### src/rtl/sampling_pkg.sv
// Shared defaults and helpers for the DDS sample-rate controller:
// divider ratio per mode and wrapping mode arithmetic.
package sampling_pkg;

  localparam int NUM_MODES_DEF = 5;
  localparam int RADIX_DEF     = 10;

  // Kinds of pending-target update, in decreasing priority.
  typedef enum logic [1:0] {
    REQ_NONE,
    REQ_LOAD,
    REQ_UP,
    REQ_DOWN
  } req_e;

  // RADIX**m, evaluated at elaboration time to build the ratio table.
  function automatic int div_of(input int radix, input int m);
    int r;
    r = 1;
    for (int i = 0; i < m; i++) begin
      r = r * radix;
    end
    return r;
  endfunction

  function automatic int mode_wrap_inc(input int m, input int num_modes);
    return (m >= num_modes - 1) ? 0 : m + 1;
  endfunction

  function automatic int mode_wrap_dec(input int m, input int num_modes);
    return (m == 0) ? num_modes - 1 : m - 1;
  endfunction

endpackage

### src/rtl/btn_debounce.sv
// Raw button conditioning: two-flop synchroniser, stability counter and
// a single press pulse when a new high level is accepted.
module btn_debounce #(
  parameter int DEBOUNCE_CYCLES = 1000
) (
  input  logic Fg_CLK,
  input  logic RESET,
  input  logic btn,
  output logic press
);

  localparam int CW = $clog2(DEBOUNCE_CYCLES + 1);

  logic          sync1_reg;
  logic          sync2_reg;
  logic          level_reg;
  logic          press_reg;
  logic [CW-1:0] stable_cnt_reg;
  logic          accept;

  // The synchronised level must disagree with the accepted level for
  // DEBOUNCE_CYCLES consecutive cycles before it is taken.
  assign accept = (sync2_reg != level_reg) &&
                  (stable_cnt_reg == CW'(DEBOUNCE_CYCLES - 1));

  always_ff @(posedge Fg_CLK) begin
    if (RESET) begin
      sync1_reg      <= 1'b0;
      sync2_reg      <= 1'b0;
      level_reg      <= 1'b0;
      press_reg      <= 1'b0;
      stable_cnt_reg <= '0;
    end else begin
      sync1_reg <= btn;
      sync2_reg <= sync1_reg;
      if (sync2_reg == level_reg) begin
        stable_cnt_reg <= '0;
      end else if (accept) begin
        stable_cnt_reg <= '0;
        level_reg      <= sync2_reg;
      end else begin
        stable_cnt_reg <= stable_cnt_reg + 1'b1;
      end
      press_reg <= accept && sync2_reg;
    end
  end

  assign press = press_reg;

endmodule

### src/rtl/sampling_rate_ctrl.sv
// Sample-rate controller: divides Fg_CLK by RADIX**Mode, emits one Enable per
// sample and applies mode requests only on sample boundaries.
module sampling_rate_ctrl
  import sampling_pkg::*;
#(
  parameter int NUM_MODES       = NUM_MODES_DEF,
  parameter int RADIX           = RADIX_DEF,
  parameter int MODE_W          = 4,
  parameter int CNT_W           = 15,
  parameter int READY_CYCLES    = 80,
  parameter int DEBOUNCE_CYCLES = 1000
) (
  input  logic              Fg_CLK,
  input  logic              RESET,
  input  logic              BtnUp,
  input  logic              BtnDown,
  input  logic              ModeLoad,
  input  logic [MODE_W-1:0] ModeIn,
  output logic              Ready,
  output logic              Enable,
  output logic [MODE_W-1:0] Mode,
  output logic              ModeChanged,
  output logic [CNT_W-1:0]  DivRatio
);

  localparam int RW      = $clog2(READY_CYCLES + 1);
  localparam int TABLE_N = 2 ** MODE_W;

  logic [RW-1:0]     ready_cnt_reg;
  logic              ready_reg;
  logic [CNT_W-1:0]  cnt_reg;
  logic              enable_reg;
  logic [MODE_W-1:0] mode_reg;
  logic [MODE_W-1:0] tgt_reg;
  logic [MODE_W-1:0] tgt_next;
  logic [CNT_W-1:0]  div_ratio_reg;
  logic              apply_d_reg;
  logic              mode_changed_reg;

  logic              up_press;
  logic              down_press;
  logic              period_end;
  logic              apply;
  logic [MODE_W-1:0] mode_in_sat;
  req_e              req;
  logic [CNT_W-1:0]  div_table [TABLE_N];

  btn_debounce #(.DEBOUNCE_CYCLES(DEBOUNCE_CYCLES)) u_deb_up (
    .Fg_CLK (Fg_CLK),
    .RESET  (RESET),
    .btn    (BtnUp),
    .press  (up_press)
  );

  btn_debounce #(.DEBOUNCE_CYCLES(DEBOUNCE_CYCLES)) u_deb_down (
    .Fg_CLK (Fg_CLK),
    .RESET  (RESET),
    .btn    (BtnDown),
    .press  (down_press)
  );

  // Unreachable table slots repeat the slowest ratio so the index is total.
  genvar gi;
  generate
    for (gi = 0; gi < TABLE_N; gi++) begin : g_div
      if (gi < NUM_MODES) begin : g_valid
        assign div_table[gi] = CNT_W'(div_of(RADIX, gi));
      end else begin : g_pad
        assign div_table[gi] = CNT_W'(div_of(RADIX, NUM_MODES - 1));
      end
    end
  endgenerate

  always_ff @(posedge Fg_CLK) begin
    if (RESET) begin
      ready_cnt_reg <= '0;
      ready_reg     <= 1'b0;
    end else if (!ready_reg) begin
      if (ready_cnt_reg == RW'(READY_CYCLES - 1)) begin
        ready_reg <= 1'b1;
      end
      ready_cnt_reg <= ready_cnt_reg + 1'b1;
    end
  end

  assign mode_in_sat = (int'(ModeIn) >= NUM_MODES) ? MODE_W'(NUM_MODES - 1) : ModeIn;

  always_comb begin
    req = REQ_NONE;
    if (ready_reg) begin
      if (ModeLoad) begin
        req = REQ_LOAD;
      end else if (up_press && !down_press) begin
        req = REQ_UP;
      end else if (down_press && !up_press) begin
        req = REQ_DOWN;
      end
    end
  end

  always_comb begin
    tgt_next = tgt_reg;
    case (req)
      REQ_LOAD: tgt_next = mode_in_sat;
      REQ_UP:   tgt_next = MODE_W'(mode_wrap_inc(int'(tgt_reg), NUM_MODES));
      REQ_DOWN: tgt_next = MODE_W'(mode_wrap_dec(int'(tgt_reg), NUM_MODES));
      default:  tgt_next = tgt_reg;
    endcase
  end

  // A mode switch rides on the last count of the current period, so the
  // period in flight always completes and Enable keeps its rhythm.
  assign period_end = (cnt_reg == div_ratio_reg - 1'b1);
  assign apply      = period_end && (tgt_reg != mode_reg);

  always_ff @(posedge Fg_CLK) begin
    if (RESET) begin
      cnt_reg          <= '0;
      enable_reg       <= 1'b0;
      mode_reg         <= '0;
      tgt_reg          <= '0;
      div_ratio_reg    <= CNT_W'(1);
      apply_d_reg      <= 1'b0;
      mode_changed_reg <= 1'b0;
    end else begin
      enable_reg       <= period_end;
      cnt_reg          <= period_end ? '0 : cnt_reg + 1'b1;
      tgt_reg          <= tgt_next;
      apply_d_reg      <= apply;
      mode_changed_reg <= apply_d_reg;
      if (apply) begin
        mode_reg      <= tgt_reg;
        div_ratio_reg <= div_table[tgt_reg];
      end
    end
  end

  assign Ready       = ready_reg;
  assign Enable      = enable_reg;
  assign Mode        = mode_reg;
  assign ModeChanged = mode_changed_reg;
  assign DivRatio    = div_ratio_reg;

endmodule

### config.mk
export PLATFORM = sky130hd
export DESIGN_NAME = sampling_rate_ctrl
export DESIGN_NICKNAME = d
export VERILOG_FILES = /design/src/rtl/sampling_pkg.sv /design/src/rtl/btn_debounce.sv /design/src/rtl/sampling_rate_ctrl.sv
export SDC_FILE = /design/constraint.sdc
export NUM_CORES = 1
export LEC_CHECK = 0
export ABC_AREA = 1
export BUFFER_PORTS_ARGS = -buffer_cell sky130_fd_sc_hd__buf_2
export CELL_PAD_IN_SITES_DETAIL_PLACEMENT = 1
export CELL_PAD_IN_SITES_GLOBAL_PLACEMENT = 1
export CORE_ASPECT_RATIO = 1.25
export CORE_MARGIN = 3
export CORE_UTILIZATION = 39
export CTS_CLUSTER_DIAMETER = 200
export DETAILED_ROUTE_END_ITERATION = 6
export GPL_TIMING_DRIVEN = 0
export HOLD_SLACK_MARGIN = 0.15
export PLACE_DENSITY_LB_ADDON = 0.2
export SLEW_MARGIN = 0
export SYNTH_ARGS = -nofsm -noshare
export SYNTH_HDL_FRONTEND = slang
export SYNTH_SLANG_ARGS = --single-unit
export TNS_END_PERCENT = 1
### constraint.sdc
create_clock -name Fg_CLK -period 2.14 [get_ports Fg_CLK]
set_clock_uncertainty 0.2 [all_clocks]
set_input_delay 0.107 -clock Fg_CLK [delete_from_list [all_inputs] [get_ports Fg_CLK]]
set_output_delay 0.107 -clock Fg_CLK [all_outputs]
set_load 0.03 [all_outputs]
# After elaboration in Yosys (flattened, before gate mapping)
# Memory sizes are Yosys's and may differ from the RTL's. A register that Yosys moved wholly into a read port is not among the register bits.
# Index checks and enable logic that the tools add are counted.
totals:
  mem_bits_ro: 240
  inputBits: 9
  memories: 1
  reg_bits: 62
  word_cells: 69
op_classes:
  n_lt_le_gt_ge: 2
  n_eq_ne: 12
  n_mux: 10
  add_sub_neg: 7
  reduce_logical: 16
  bitwise_logic: 3
memory_table:
  columns: ["name", "words", "width", "read_ports", "rd_clocked_by_memory_dff", "wr", "line_no", "source"]
  rows:
  - ["(no name shown)", 16, 15, 1, 1, 0, "sampling_rate_ctrl.sv:133", "div_ratio_reg <= div_table[tgt_reg];"]
op_table:
  columns: ["op", "count"]
  rows:
  - ["adder 10 x 1 -> 10 bit, second input constant", 2]
  - ["== test 10 bit, second input constant", 2]
  - ["adder 15 x 1 -> 15 bit, second input constant", 1]
  - ["== test 15 bit", 1]
  - ["subtractor 15 x 1 -> 15 bit, second input constant", 1]
  - ["2-to-1 mux 4 bit", 3]
  - ["one-hot mux 4 bit (3 select lines)", 1]
  - ["greater-or-equal comparator 4 x 3 -> 1 bit, second input constant", 2]
  - ["2-to-1 mux 2 bit", 4]
  - ["adder 7 x 1 -> 7 bit, second input constant", 1]
  - ["== test 7 bit, second input constant", 1]
  - ["logical AND 1 bit", 7]
  - ["OR reduction 3 bit", 2]
  - ["inverter 4 -> 5 bit", 1]
  - ["adder 4 x 1 -> 4 bit, second input constant", 1]
  - ["== test 2 bit, second input constant", 2]
  - ["zero test 4 bit", 1]
  - ["!= test 4 bit", 1]
  - ["AND reduction 2 bit", 2]
  - ["subtractor 4 x 1 -> 4 bit, second input constant", 1]
  - ["nonzero test 3 bit", 1]
  - ["== test 1 bit", 2]
  - ["== test 2 x 1 -> 1 bit, second input constant", 1]
  - ["zero test 1 bit", 2]
  - ["other kinds (4)", 7]

# Longest topological paths before layout
depth:
  ltp_word: 8
  mapped_depth: 15

# Hierarchy
# From an unflattened synthesis, not the netlist that was laid out.
unflattened:
  cells_unflattened: 612
  area_unflattened_um2: 4154.0
by_module_without_submodules:
  columns: ["module", "seq_area_each_um2", "n_inst", "area_each_um2", "cells_per_inst"]
  rows:
  - ["sampling_rate_ctrl", 840.8, 1, 2720.1, 410]
  - ["btn_debounce", 280.3, 2, 716.9, 101]

# Worst setup path before layout
# No wires, ideal clock.
synth_timing:
  path_kind: "reg-to-reg"
  start: "reg div_ratio_reg[0] (netlist: DivRatio[0])"
  end: "reg cnt_reg[14]"
  path_buffers: 1
  slack_ns: -0.266
  setup_time_ns: 0.115
  path_stages_with_launch: 14
  required_time_ns: 1.825
  t_arrival_ns: 2.091
  cell_sequence: "dfxtp_1 > inv_2 > ha_1 > nand2_4 > nor2_4 > o21ai_0 > nand2_1 > nor2_1 > nand3_1 > nor2_4 > nor2_4 > inv_4 > buf_12 > nor2_2"
synth_via:
  elab_chain_cells: 3
synth_lines:
  columns: ["element", "line_no", "source"]
  rows:
  - ["start, declared", "sampling_rate_ctrl.sv:36", "logic [CNT_W-1:0] div_ratio_reg;"]
  - ["subtractor 15 x 1 -> 15 bit", "sampling_rate_ctrl.sv:113", "assign period_end = (cnt_reg == div_ratio_reg - 1'b1);"]
  - ["== test 15 bit", "sampling_rate_ctrl.sv:113", null]
  - ["OR reduction 2 bit (no source line)", null, null]
  - ["end signal, assigned", "sampling_rate_ctrl.sv:127", "cnt_reg <= period_end ? '0 : cnt_reg + 1'b1;"]
  - ["end, declared", "sampling_rate_ctrl.sv:31", "logic [CNT_W-1:0] cnt_reg;"]
# Every way passes these cells.
# A chain may end at the register's enable or synchronous reset.

# Final worst setup path
layout_timing:
  start: "reg div_ratio_reg[0] (netlist: DivRatio[0])"
  end: "reg cnt_reg[7]"
# Same word-level chain as after synthesis.

==> flow_summary.yaml <==
yosys:
  synthMuxAreaShare_pct: 0
  ys_warn_count: 0
  synth.largest_area_cell: "dfxtp_1"
  synthSimpleGateAreaFrac_pct: 35.5
  synth_compound_gate_area_share_pct: 8.64
  yosysSeqAreaShare_pct: 37.2
  async_reset_ff_share_pct: 0
  synthXorXnorAreaFrac_pct: 5.12
  syn-cell-area_um2: 3770
  synthTopCellsByArea: "dfxtp_1, nand2_1, nor2_1"
  synth_area_per_cell_um2: 7.09
  syn_inst: 531
  synth_top_area_share_pct: 37.2
  ys_seq_elements: 70
  synthAdderAreaFrac_pct: 4.32
  ys.flop_type: "dfxtp_1"
  synth_edf_count: 0
  yosysUniqueCellTypes: 40
  synth_top_family_by_area: "simple AND/OR/NAND/NOR gates"
cells_and_area:
  largest_reg_flops: 15
  nNetsFinal: 608
  n_antenna_cell: 0
  design_area_um2: 4630
  layout-drive-gt1-share_pct: 21.7
  syn2layout_area_growth_pct: 22.8
timing:
  fmax_mhz: 447
  min_period_ps: 2240
  setup_viol: 24
  finalMaxSlewViolations: 0
  rsz0062_at_grt: "true"
  timing.final.ws_setup_ps: -96.6
  final.setup.tns_ps: -1420
  hold_ws_ps: 203
  slew_headroom_pct: 51.1
  hold_viol: 0
  tightest_slew_ps: 726
  finalCritPeriodShare_pct: 105
placement:
  hpwl_mm: 7.64
  place_ws_ps: -297
  dpl_cell_area_um2: 4070
  numPortBuffers: 27
  gp_congestion: 0.816
setup_path:
  rr_startpoint: "DivRatio[0]"
  rr_worst_depth: 12
  arrival_ps: 2260
  crit_start: "DivRatio[0]"
  reg2reg_slack_ps: -100
  regToRegEndpoint: "cnt_reg[7]"
  critical_path.startpoint_type: "flop"
  critPathKind: "flop to flop"
  cp-endpoint: "cnt_reg[7]"
  worstSetupEndpointType: "flop"
  path_max_fanout: 5
  crit_required_ps: 2170
route:
  top_layer: "met4"
  initialDrtViolationCount: 84
  wire_per_inst_um: 14.6
  vias_per_cell: 5.01
  drc_errors: 0
  route.met3.wl_um: 259
  num_vias: 3577
  first_pass_iters: 4
  postRouteAntennaNets: 0
  wl_met2_mm: 5.56
  drt-met1-wl_mm: 4.34
  drt-total-wl_mm: 10.4
global_routing:
  antenna_found_initial: 0
  gr-total-overflow: 0
  first_global_vias: 3768
  grt.total_usage_pct: 20.4
  grt_start_max_net_pins: 13
  grt_pass1_wl_mm: 17.6
die:
  start_util_pct: 40.6
  die_x_um: 93.9
  ios: 31
  dieHeight_um: 116
  rows: 39
  coreArea_um2: 9270
  die_area_um2: 10900
clocking:
  cts_sinks: 70
  path_clk_slew_ps: 60
  numCtsBuffers: 9
  clock-root-buffer: "clkbuf_16"
  cts_buffer_depth: 2
  htreeDepth: 3
  insertion_delay_ps: 340
  cts_tree: "built"
worst_hold_path:
  worstHoldPathCells: 2
  min_path_type: "flop to flop"
power_and_ir_drop:
  total_power_w: 0.00354
  peakVddDrop_uv: 456
  p_per_area_nw_per_um2: 765
  power.leakage_nw: 2.07
status:
  failed_checks: "negative setup slack"
  status: "complete, but fails checks"
job:
  cap_violations: 0
## metal layers
| metal | vias to the layer above | GRT usage, % |
|---|---|---|
| li1 | 1816 | - |
| met1 | 1686 | 22.5 |
| met2 | 55 | 38.6 |
| met3 | 20 | 3.64 |
| met4 | 0 | 7.42 |
| met5 | - | 0 |
## final cells by class
class / count / area [µm²]
multi-input combinational: 385 / 2140
tap: 123 / 154
timing repair buffer: 42 / 285
clock buffer: 11 / 243
inverter: 67 / 264
fill: 1186 / 4650
sequential: 70 / 1420
clock inverter: 5 / 33.8
buffer: 11 / 87.6
## power by group
| group | internal, W | total [W] | switching, W |
|---|---|---|---|
| clock | 0.000816 | 0.00140 | 0.000588 |
| sequential | 0.00133 | 0.00135 | 0.0000202 |
| combinational | 0.000319 | 0.000786 | 0.000467 |
| total | 0.00246 | 0.00354 | 0.00108 |
## worst max-delay path, cell delays in order (launching register included)
cell       delay, ps
dfxtp_4          360
inv_4             70
ha_4             180
nand2_4           90
o21ai_0          260
nand3_1          110
nand2_1          150
nand3_2          110
nor2_4           230
nor2_4            90
inv_4            100
clkbuf_16        150
nor2_2            30
## worst min path at each step
stage	from	endpoint	slack (ps)
after detailed placement	BtnUp	u_deb_up.sync1_reg	120
after floorplan	BtnDown	u_deb_down.sync1_reg	10
after CTS	u_deb_up.sync1_reg	u_deb_up.sync2_reg	200
after global placement	BtnUp	u_deb_up.sync1_reg	110
after global routing	u_deb_up.sync1_reg	u_deb_up.sync2_reg	240
final	u_deb_up.sync1_reg	u_deb_up.sync2_reg	200
## logic make-up (layout without fill, tap and decap cells)
kind of cell	count (synthesis)	after routing
buffers and inverters	78	136
other	1	3
adder cells (fa/ha/maj)	13	13
flip-flops	70	70
AND/OR/NAND/NOR	291	291
AO/OA/AOI/OAI	56	56
XOR/XNOR	22	22
## cell usage in the layout (no fill, tap or decap), types with 11 or more instances in the layout
cell     instances
inv_1           59
nor2_2          20
buf_4           14
dfxtp_1         62
o21ai_0         14
buf_2           27
nand2_1        107
a21oi_1         24
nand3_1         40
nor2_1          65
ha_1            11
xor2_1          12
## synthesized netlist by cell type, types with 2 or more instances
cell,number
nand2_1,110
o21ai_0,15
nand2_4,2
a31o_2,2
nand3_1,43
a21oi_1,24
nor3b_1,4
nor4_1,4
o21a_1,2
inv_2,4
dfxtp_1,70
ha_1,13
clkbuf_1,2
nand4_1,10
nor2_1,71
a221oi_1,2
o21ai_1,2
nand2_2,8
buf_4,8
nor2_4,3
nor2_2,15
inv_1,62
nor3_1,14
a31oi_1,3
nand3_2,2
xor2_1,12
o211a_1,2
xnor2_1,10
## per-stage QoR
step	cells	utilization, %
finish	714	49.9
floorplan	533	-
global route	714	49.9
detailed placement	683	43.9
global placement	683	43.9
CTS	708	48.3
## what timing repair did
action                                 in CTS  in global routing
hold buffers                                8                  0
gates cloned                                0                  1
buffers inserted                            1                  5
endpoints found under the hold margin      36                  0
resized for setup                          12                 27
setup endpoints to repair                  32                 33
pin swaps                                   4                 10
Power figures use the tool's default switching activity.
